$ cat src/rtl/r_ordering_unit_if.sv
// R-channel beat bundle shared between the response buffer, the reorder unit and the master.
interface r_if #(
    parameter int ID_WIDTH   = 32,
    parameter int DATA_WIDTH = 64,
    parameter int RESP_WIDTH = 2
);
    logic                  valid;
    logic                  ready;
    logic [ID_WIDTH-1:0]   id;
    logic [DATA_WIDTH-1:0] data;
    logic [RESP_WIDTH-1:0] resp;
    logic                  last;

    modport sender   (output valid, id, data, resp, last, input  ready);
    modport receiver (input  valid, id, data, resp, last, output ready);
endinterface

$ cat src/rtl/r_ordering_unit.sv
// Reorders tagged single-beat R responses back into AR allocation order.
module r_ordering_unit #(
    parameter int  ID_WIDTH   = 32,
    parameter int  DATA_WIDTH = 64,
    parameter int  RESP_WIDTH = 2,
    parameter int  DEPTH      = 8,
    localparam int TAG_W      = $clog2(DEPTH),
    localparam int CNT_W      = $clog2(DEPTH + 1)
) (
    input  logic             clk,
    input  logic             rst,
    input  logic             alloc_valid,
    output logic             alloc_ready,
    input  logic [ID_WIDTH-1:0] alloc_orig_id,
    output logic [TAG_W-1:0] alloc_tag,
    r_if.receiver            r_in,
    r_if.sender              r_out,
    output logic [CNT_W-1:0] count,
    output logic             err_unexpected
);
    // Bit 0 marks PENDING, bit 1 marks FILLED, so tests need only single-bit logic.
    localparam logic [1:0] ST_FREE   = 2'b00;
    localparam logic [1:0] ST_PEND   = 2'b01;
    localparam logic [1:0] ST_FILLED = 2'b10;

    logic [1:0]            st        [DEPTH];
    logic [ID_WIDTH-1:0]   orig_mem  [DEPTH];
    logic [DATA_WIDTH-1:0] data_mem  [DEPTH];
    logic [RESP_WIDTH-1:0] resp_mem  [DEPTH];
    logic                  last_mem  [DEPTH];

    logic [TAG_W-1:0] hd;
    logic [TAG_W-1:0] tl;
    logic [TAG_W-1:0] in_tag;
    logic [CNT_W-1:0] cnt;
    logic             err;
    logic             in_upper;
    logic             alloc_fire;
    logic             fill;
    logic             head_filled;
    logic             retire;

    assign in_tag      = r_in.id[TAG_W-1:0];
    assign in_upper    = |r_in.id[ID_WIDTH-1:TAG_W];
    assign alloc_ready = ~st[tl][0] & ~st[tl][1];
    assign alloc_tag   = tl;
    assign alloc_fire  = alloc_valid & alloc_ready;
    assign fill        = r_in.valid & ~in_upper & st[in_tag][0] & ~st[in_tag][1];
    assign head_filled = st[hd][1];
    assign retire      = head_filled & r_out.ready;

    assign r_in.ready  = 1'b1;

    // Head slot is presented straight from storage; payload is masked when not FILLED.
    assign r_out.valid = head_filled;
    assign r_out.id    = {ID_WIDTH{head_filled}} & orig_mem[hd];
    assign r_out.data  = {DATA_WIDTH{head_filled}} & data_mem[hd];
    assign r_out.resp  = {RESP_WIDTH{head_filled}} & resp_mem[hd];
    assign r_out.last  = head_filled & last_mem[hd];

    assign count          = cnt;
    assign err_unexpected = err;

    always_ff @(posedge clk or posedge rst) begin
        if (rst) begin
            for (int i = 0; i < DEPTH; i++) st[i] <= ST_FREE;
            hd  <= '0;
            tl  <= '0;
            cnt <= '0;
            err <= 1'b0;
        end else begin
            if (alloc_fire) begin
                st[tl] <= ST_PEND;
                tl     <= tl + 1'b1;
            end
            if (fill) st[in_tag] <= ST_FILLED;
            if (retire) begin
                st[hd] <= ST_FREE;
                hd     <= hd + 1'b1;
            end
            cnt <= cnt + CNT_W'(alloc_fire) - CNT_W'(retire);
            err <= r_in.valid & ~fill;
        end
    end

    // Payload storage carries no reset; validity is tracked solely by st.
    always_ff @(posedge clk) begin
        if (alloc_fire) orig_mem[tl] <= alloc_orig_id;
        if (fill) begin
            data_mem[in_tag] <= r_in.data;
            resp_mem[in_tag] <= r_in.resp;
            last_mem[in_tag] <= r_in.last;
        end
    end
endmodule

$ cat src/flat_wrapper.sv
// flat-port wrapper written by rule: the top's interface ports become plain ports
module r_ordering_unit_flat 
#(
    parameter int  ID_WIDTH   = 32,
    parameter int  DATA_WIDTH = 64,
    parameter int  RESP_WIDTH = 2,
    parameter int  DEPTH      = 8,
    localparam int TAG_W      = $clog2(DEPTH),
    localparam int CNT_W      = $clog2(DEPTH + 1)
)
  (clk, rst, alloc_valid, alloc_ready, alloc_orig_id, alloc_tag, count, err_unexpected, r_in_valid, r_in_id, r_in_data, r_in_resp, r_in_last, r_in_ready, r_out_valid, r_out_id, r_out_data, r_out_resp, r_out_last, r_out_ready);
  r_if #(.ID_WIDTH(ID_WIDTH), .DATA_WIDTH(DATA_WIDTH), .RESP_WIDTH(RESP_WIDTH)) r_in_i ();
  r_if #(.ID_WIDTH(ID_WIDTH), .DATA_WIDTH(DATA_WIDTH), .RESP_WIDTH(RESP_WIDTH)) r_out_i ();
  input  logic clk;
  input  logic rst;
  input  logic alloc_valid;
  output logic alloc_ready;
  input  logic [ID_WIDTH-1:0] alloc_orig_id;
  output logic [TAG_W-1:0] alloc_tag;
  output logic [CNT_W-1:0] count;
  output logic err_unexpected;
  input wire logic [$bits(r_in_i.valid)-1:0] r_in_valid;
  input wire logic [$bits(r_in_i.id)-1:0] r_in_id;
  input wire logic [$bits(r_in_i.data)-1:0] r_in_data;
  input wire logic [$bits(r_in_i.resp)-1:0] r_in_resp;
  input wire logic [$bits(r_in_i.last)-1:0] r_in_last;
  output wire logic [$bits(r_in_i.ready)-1:0] r_in_ready;
  output wire logic [$bits(r_out_i.valid)-1:0] r_out_valid;
  output wire logic [$bits(r_out_i.id)-1:0] r_out_id;
  output wire logic [$bits(r_out_i.data)-1:0] r_out_data;
  output wire logic [$bits(r_out_i.resp)-1:0] r_out_resp;
  output wire logic [$bits(r_out_i.last)-1:0] r_out_last;
  input wire logic [$bits(r_out_i.ready)-1:0] r_out_ready;
  assign r_in_i.valid = r_in_valid;
  assign r_in_i.id = r_in_id;
  assign r_in_i.data = r_in_data;
  assign r_in_i.resp = r_in_resp;
  assign r_in_i.last = r_in_last;
  assign r_in_ready = r_in_i.ready;
  assign r_out_valid = r_out_i.valid;
  assign r_out_id = r_out_i.id;
  assign r_out_data = r_out_i.data;
  assign r_out_resp = r_out_i.resp;
  assign r_out_last = r_out_i.last;
  assign r_out_i.ready = r_out_ready;
  r_ordering_unit #(.ID_WIDTH(ID_WIDTH), .DATA_WIDTH(DATA_WIDTH), .RESP_WIDTH(RESP_WIDTH), .DEPTH(DEPTH)) u_core (.clk(clk), .rst(rst), .alloc_valid(alloc_valid), .alloc_ready(alloc_ready), .alloc_orig_id(alloc_orig_id), .alloc_tag(alloc_tag), .r_in(r_in_i), .r_out(r_out_i), .count(count), .err_unexpected(err_unexpected));
endmodule
$ cat config.mk
export PLATFORM = sky130hd
export DESIGN_NAME = r_ordering_unit_flat
export DESIGN_NICKNAME = d
export VERILOG_FILES = /design/src/rtl/r_ordering_unit_if.sv /design/src/rtl/r_ordering_unit.sv /design/src/flat_wrapper.sv
export SDC_FILE = /design/constraint.sdc
export NUM_CORES = 1
export LEC_CHECK = 0
export ABC_AREA = 1
export CORE_UTILIZATION = 50
export DETAILED_ROUTE_END_ITERATION = 6
export PLACE_DENSITY_LB_ADDON = 0.25
export SYNTH_ARGS = -nofsm -noshare
export SYNTH_HDL_FRONTEND = slang
export SYNTH_SLANG_ARGS = --single-unit
$ cat constraint.sdc
create_clock -name clk -period 4.4 [get_ports clk]
set_clock_uncertainty 0.1 [all_clocks]
set_input_delay 0.44 -clock clk [delete_from_list [all_inputs] [get_ports clk]]
set_output_delay 0.44 -clock clk [all_outputs]
set_load 0.01 [all_outputs]
## After elaboration in Yosys (flattened, before gate mapping)

Memory sizes are Yosys's and may differ from the RTL's.
Index checks and enable logic that the tools add are counted.

- Output and inout bits: 110
- RAM bits: 792
- Bits of input ports: 136
- Logic and storage cells: 79
- Flip-flop bits (word level): 27
- Memories kept: 4

Memory list:

| name | depth | width | read ports | clocked after memory_dff | write ports | line | RTL |
|---|---|---|---|---|---|---|---|
| u_core.data_mem | 8 | 64 | 1 | 0 | 1 | r_ordering_unit.sv:28 | `logic [DATA_WIDTH-1:0] data_mem [DEPTH];` |
| u_core.orig_mem | 8 | 32 | 1 | 0 | 1 | r_ordering_unit.sv:27 | `logic [ID_WIDTH-1:0] orig_mem [DEPTH];` |
| u_core.resp_mem | 8 | 2 | 1 | 0 | 1 | r_ordering_unit.sv:29 | `logic [RESP_WIDTH-1:0] resp_mem [DEPTH];` |
| u_core.last_mem | 8 | 1 | 1 | 0 | 1 | r_ordering_unit.sv:30 | `logic last_mem [DEPTH];` |

- $lt $le $gt $ge: 6
- Add/subtract/negate cells: 4
- Bitwise logic cells: 27
- Reductions and logical operators: 4
- Multiplexer cells: 22

Operators with widths:

| cell | count |
|---|---|
| 64-bit AND | 1 |
| 16-bit 2-to-1 mux | 3 |
| 32-bit AND | 1 |
| 29-bit OR reduction | 1 |
| 2-bit binary-select mux with 3-bit select | 3 |
| 2-bit demux with 3-bit select | 3 |
| 2-bit 2-to-1 mux | 9 |
| 16-bit AND | 1 |
| 8-bit AND | 2 |
| 16-bit inverter | 1 |
| 8-bit inverter | 2 |
| 8-bit OR | 2 |
| 4-bit greater-or-equal comparator (second input constant) | 3 |
| 4-bit by 1-bit < comparator with 1-bit output (second input constant) | 3 |
| 3-bit inverter with 4-bit output | 3 |
| 1-bit AND | 8 |
| 3-bit by 1-bit adder with 3-bit output (second input constant) | 2 |
| 1-bit inverter | 5 |
| 4-bit by 1-bit adder with 4-bit output | 1 |
| 1-bit 2-to-1 mux | 4 |
| 4-bit by 1-bit subtractor with 4-bit output | 1 |
| 1-bit logical AND | 3 |
| 2-bit AND | 1 |

## Longest topological paths before layout

- Word-level depth: 12
- Gate-level depth with buffers: 15
- Gate-level depth less buffers: 14

## Worst setup path before layout

Ideal clock, no wire load.

- Path type: register to register
- Start: register u_core.tl[0], in the netlist u_core.alloc_tag[0]
- End: memory u_core.orig_mem[1][0] (enable)
- Path buffers: 2
- Stages on the path, launching flop included: 12
- Slack: 1.099 ns
- Arrival: 2.780 ns
- Period minus slack after synthesis: 3.301 ns
- Setup time: 0.421 ns
- Data required time: 3.879 ns
- Cells stage by stage: dfrtp_1 -> inv_2 -> buf_4 -> nand2_1 -> nand3_1 -> nand2_1 -> nor2_2 -> nand2_1 -> nor2_2 -> buf_6 -> nand2_2 -> nor2_1

- Word-level cells in the longest chain between the ends: 9
- Elaborated cells between the ends (all ways): 10
- Classes of those cells: 5 x mux; 5 x bitwise

Ends and longest elaborated chain:

| item | line | RTL |
|---|---|---|
| from (decl) | r_ordering_unit.sv:33 | `logic [TAG_W-1:0] tl;` |
| from (signal assigned) | r_ordering_unit.sv:74 | `tl <= tl + 1'b1;` |
| 3-bit inverter with 4-bit output (not written as such) | r_ordering_unit.sv:45 | `assign alloc_ready = ~st[tl][0] & ~st[tl][1];` |
| 2-bit binary-select mux with 3-bit select | r_ordering_unit.sv:45 |  |
| 2-bit 2-to-1 mux (not written as such) (2 in a row) | r_ordering_unit.sv:45 |  |
| 1-bit inverter | r_ordering_unit.sv:45 |  |
| 1-bit AND | r_ordering_unit.sv:45 |  |
| 1-bit AND | r_ordering_unit.sv:47 | `assign alloc_fire = alloc_valid & alloc_ready;` |
| 1-bit 2-to-1 mux | r_ordering_unit.sv:88 | `if (alloc_fire) orig_mem[tl] <= alloc_orig_id;` |
| 1-bit 2-to-1 mux (not written as such) | r_ordering_unit.sv:88 |  |
| to (decl) | r_ordering_unit.sv:27 |  |

Parallel ways exist; a longest one is shown, timed or not. The select of a mux whose other input is x is not followed.

## Final worst setup path

- Start: register u_core.hd[1]
- End: output r_out_data[43]

- Word-level cells in the longest chain between the ends: 5
- Elaborated cells between the ends (all ways): 6
- Classes of those cells: 3 x mux; 2 x bitwise; 1 x memory

Ends and longest elaborated chain:

| item | line | RTL |
|---|---|---|
| from (decl) | r_ordering_unit.sv:32 | `logic [TAG_W-1:0] hd;` |
| from (signal assigned) | r_ordering_unit.sv:79 | `hd <= hd + 1'b1;` |
| 3-bit inverter with 4-bit output (not written as such) | r_ordering_unit.sv:49 | `assign head_filled = st[hd][1];` |
| 2-bit binary-select mux with 3-bit select | r_ordering_unit.sv:49 |  |
| 2-bit 2-to-1 mux (not written as such) (2 in a row) | r_ordering_unit.sv:49 |  |
| 64-bit AND (*) | r_ordering_unit.sv:57 | `assign r_out.data = {DATA_WIDTH{head_filled}} & data_mem[hd];` |
| to (decl) | flat_wrapper.sv:30 | `output wire logic [$bits(r_out_i.data)-1:0] r_out_data;` |

Mark *: on every way between the ends. The rest lies on a longest branch, timed or not. The select of a mux whose other input is x is not followed.

==> key figures <==
Power and ir drop
  • Sequential power share: 0.388
  • Net Sw Power: 8.15 mW
  • Worst vdd ir: around 0.5 mV
  • Combinational share of power: 0.331
  • PD cells: 619 nW/um^2
  • Clk pwr share: 0.281
  • Switching part of the total power: 0.344
  • Pwr Total: approximately 24 mW
  • Leakage: 13.2 nW
  • Internal: 15.6 mW

STA
  • Hold Slack: about 0.14 ns
  • Final setup margin: a little under 0.2 ns
  • Max Fclk: around 240 MHz
  • Slew margin rel.: 0.211
  • # setup viols final: 0
  • Setup TNS: 0 ns
  • RSZ-0062 raised after global routing: no
  • Pins Over Slew Limit: 0
  • Period utilisation layout: 0.955
  • Hold Fails Final Rpt: 0
  • Final Critical Period: 4.20 ns
  • Slew @ Worst Pin: 1.18 ns

Clock tree
  • Hold Buf Count CTS: 0
  • CTS Root Cell: clkbuf_16
  • Clock transition at the registers of the reported paths: roughly 0.060 ns
  • CTS HTree Levels: 3
  • Max Root-Sink Buffers: 3
  • Clock Latency Late Sink: roughly 0.62 ns
  • Clock buffer count from CTS: 81
  • Clock Sinks: 819
  • CTS tree: yes

Floorplanning
  • Number of top-level pins: 246
  • Die H: 256 microns
  • Die area: around 66,000 sq um
  • Site row count: 92
  • Die X: 256 microns
  • Core area: between 60,000 and 70,000 sq um
  • Initial Utilization: 0.509

Synth
  • Synth area leader: edfxtp_1
  • Number of flops mapped to enable cells by yosys: roughly 790
  • Cell Area, Synth: 32,300 sq um
  • Gate Count Post-Synth: 2,559
  • Syn_area_per_cell: 12.6 sq um
  • Net count after synthesis: 2,702
  • Post-synth top cells: 792 x edfxtp_1, 606 x nor2_1, 243 x o21ai_1
  • Post-synthesis register bit count: 819
  • Syn. warnings: 0
  • Main synth FF type: edfxtp_1
  • Asr flop ratio synth: 0.0330
  • Synth top area share: 0.737
  • Area contributors post-synth: edfxtp_1 74%, nor2_1 7.0%, o21ai_1 3.8%
  • Most common cell in the netlist: edfxtp_1
  • Distinct cells, synth: 29
  • Post-synthesis sequential area ratio: 0.758

Placement
  • GPL Wtd Cong: 0.846
  • PortBufs: approximately 240
  • Placed Instances: 3,548
  • Dpl ws: 0.502 ns
  • Placed cell area: 35,700 sq um
  • DP Wirelength: about 45,000 microns

Detailed routing
  • DR DRC count: 0
  • Met2 wire len: approximately 37,000 microns
  • Drt via density: approximately 5.6
  • Vias: 20,700
  • Highest Signal Layer: met5
  • Metal-1 WL: 34,000 microns
  • First DRT Iteration DRCs: 2,189
  • WL/cell: between 20 and 25 microns
  • Final ANT Viol Nets: 0
  • DR pass1 iterations: 5
  • WL final: roughly 79,000 microns
  • Met3 wire len: around 6200 microns

Global routing
  • Antenna violations before repair: 7
  • Vias in the first global route: roughly 20,000
  • GR Overflow Total: 0
  • Gr usage total: 0.239
  • First-pass GRT wire length: 119,000 microns
  • Largest net degree at the start of global routing: 156

Critical path
  • Critical Path RT: 3.86 ns
  • Critical path class: reg -> out
  • Worst-path maximum fanout: 63
  • Worst Setup Start Kind: flip-flop
  • CP arrival: 3.66 ns
  • Critical path capture point type: output pin

Layout
  • Fin area: 38,300 sq um
  • Final std cells w/o fill: ~3,700
  • Area Overhead vs Synth: 18.7%
  • Share of layout cells above drive strength 1: 0.0667
  • Layout Utilization: 0.604
  • # nets final: 2,928
  • Register area: between 20,000 and 25,000 sq um
  • Multi-input logic area: 6780 sq um
  • Fillers: 4,816

Run status
  • Status: completed

Run
  • Max cap viols: 0

Worst hold path
  • Hold Path Class: in -> async
-- layout by cell type, fill, tap and decap left out, types with 9 or more instances in the layout --
master           synthesis  final
nor3_1                  61     61
o21ai_0                 61     61
a21oi_1                 21     21
o22ai_1                 38     38
clkinv_2                 0     21
nand4_1                 11     11
a31oi_1                 61     61
inv_1                  113    105
clkbuf_16                0     84
clkdlybuf4s50_1          0    244
clkinv_1                 0     17
nand3_1                128    128
nor2_1                 606    598
edfxtp_1               792    792
nand2_1                185    181
o21a_1                  38     38
buf_12                   0     15
nor2_4                   1      9
clkbuf_1                69     21
dfrtp_1                 27     26
buf_4                   13     27
o21ai_1                243    243
-- power by group through the flow --
stage          sequential (mW)  combinational [mW]  clock (mW)
2_1_floorplan             9.29                4.54           0
3_3_place_gp              9.35                7.75           0
3_5_place_dp              9.36                7.81           0
4_1_cts                   9.20                7.86        6.76
5_1_grt                   9.23                8.51        7.06
6_report                  9.20                7.85        6.67
-- layer usage --
layer	GRT usage	up-vias
li1	-	9559
met1	0.338	10200
met2	0.380	805
met3	0.0427	115
met4	0.0744	6
met5	0	-
-- sequential cells by signal, indices dropped and copies added, names as in the netlist --
| signal | cells |
|---|---|
| u_core.alloc_tag | 3 |
| u_core.err_unexpected | 1 |
| u_core.orig_mem | 256 |
| u_core.count | 4 |
| u_core.resp_mem | 16 |
| u_core.st | 16 |
| u_core.data_mem | 512 |
| u_core.last_mem | 8 |
| u_core.hd | 3 |
-- layout make-up --
type | count | area share
repair buffers | 286 | 0.0769
well taps | 846 | 0.0276
diodes | 5 | 0.000327
clock inverters | 41 | 0.00937
clock buffers | 106 | 0.0573
flip-flops and latches | 819 | 0.639
multi-input cells | 1473 | 0.177
inverters | 124 | 0.0127
-- critical path, stage by stage (launching register included) --
cell and delay, ns:
dfrtp_1 0.52, nor2_4 0.17, buf_4 0.73, nand2_4 0.57, o22ai_1 0.35, o21a_1 0.17
clkdlybuf4s50_1 0.53
-- logic make-up (layout without fill, tap and decap cells) --
| family | count (synthesis) | count (layout) | synth area share |
|---|---|---|---|
| flops | 819 | 819 | 0.758 |
| compound gates | 462 | 462 | 0.0784 |
| simple gates | 999 | 999 | 0.125 |
| xor+xnor | 4 | 4 | 0.00109 |
| other cells | 1 | 6 | 0.000116 |
| fa+ha+maj | 7 | 7 | 0.00295 |
| buf+inv | 267 | 557 | 0.0346 |
-- path summary, 6_finish.rpt --
kind / startpoint / cells past startpoint / slack, ns / end
setup / recovery: u_core.hd[1] / 6 / 0.20 / r_out_data[43]
hold / removal: rst / 2 / 0.14 / u_core.alloc_tag[1]
setup reg to reg: u_core.alloc_tag[0] / 10 / 0.77 / u_core.orig_mem[0][13]
hold reg to reg: u_core.st[2] / 2 / 0.40 / u_core.st[2]
max in group asynchronous: rst / 3 / 3.39 / u_core.hd[0]
min in group clk: r_in_valid / 3 / 0.30 / u_core.err_unexpected
-- repair_timing --
action / in CTS / in global routing
gates resized for setup: 1 / 0
setup endpoints to repair: 38 / 0
buffers inserted: 0 / 0
Note: power is estimated with default switching activity, not from simulation.
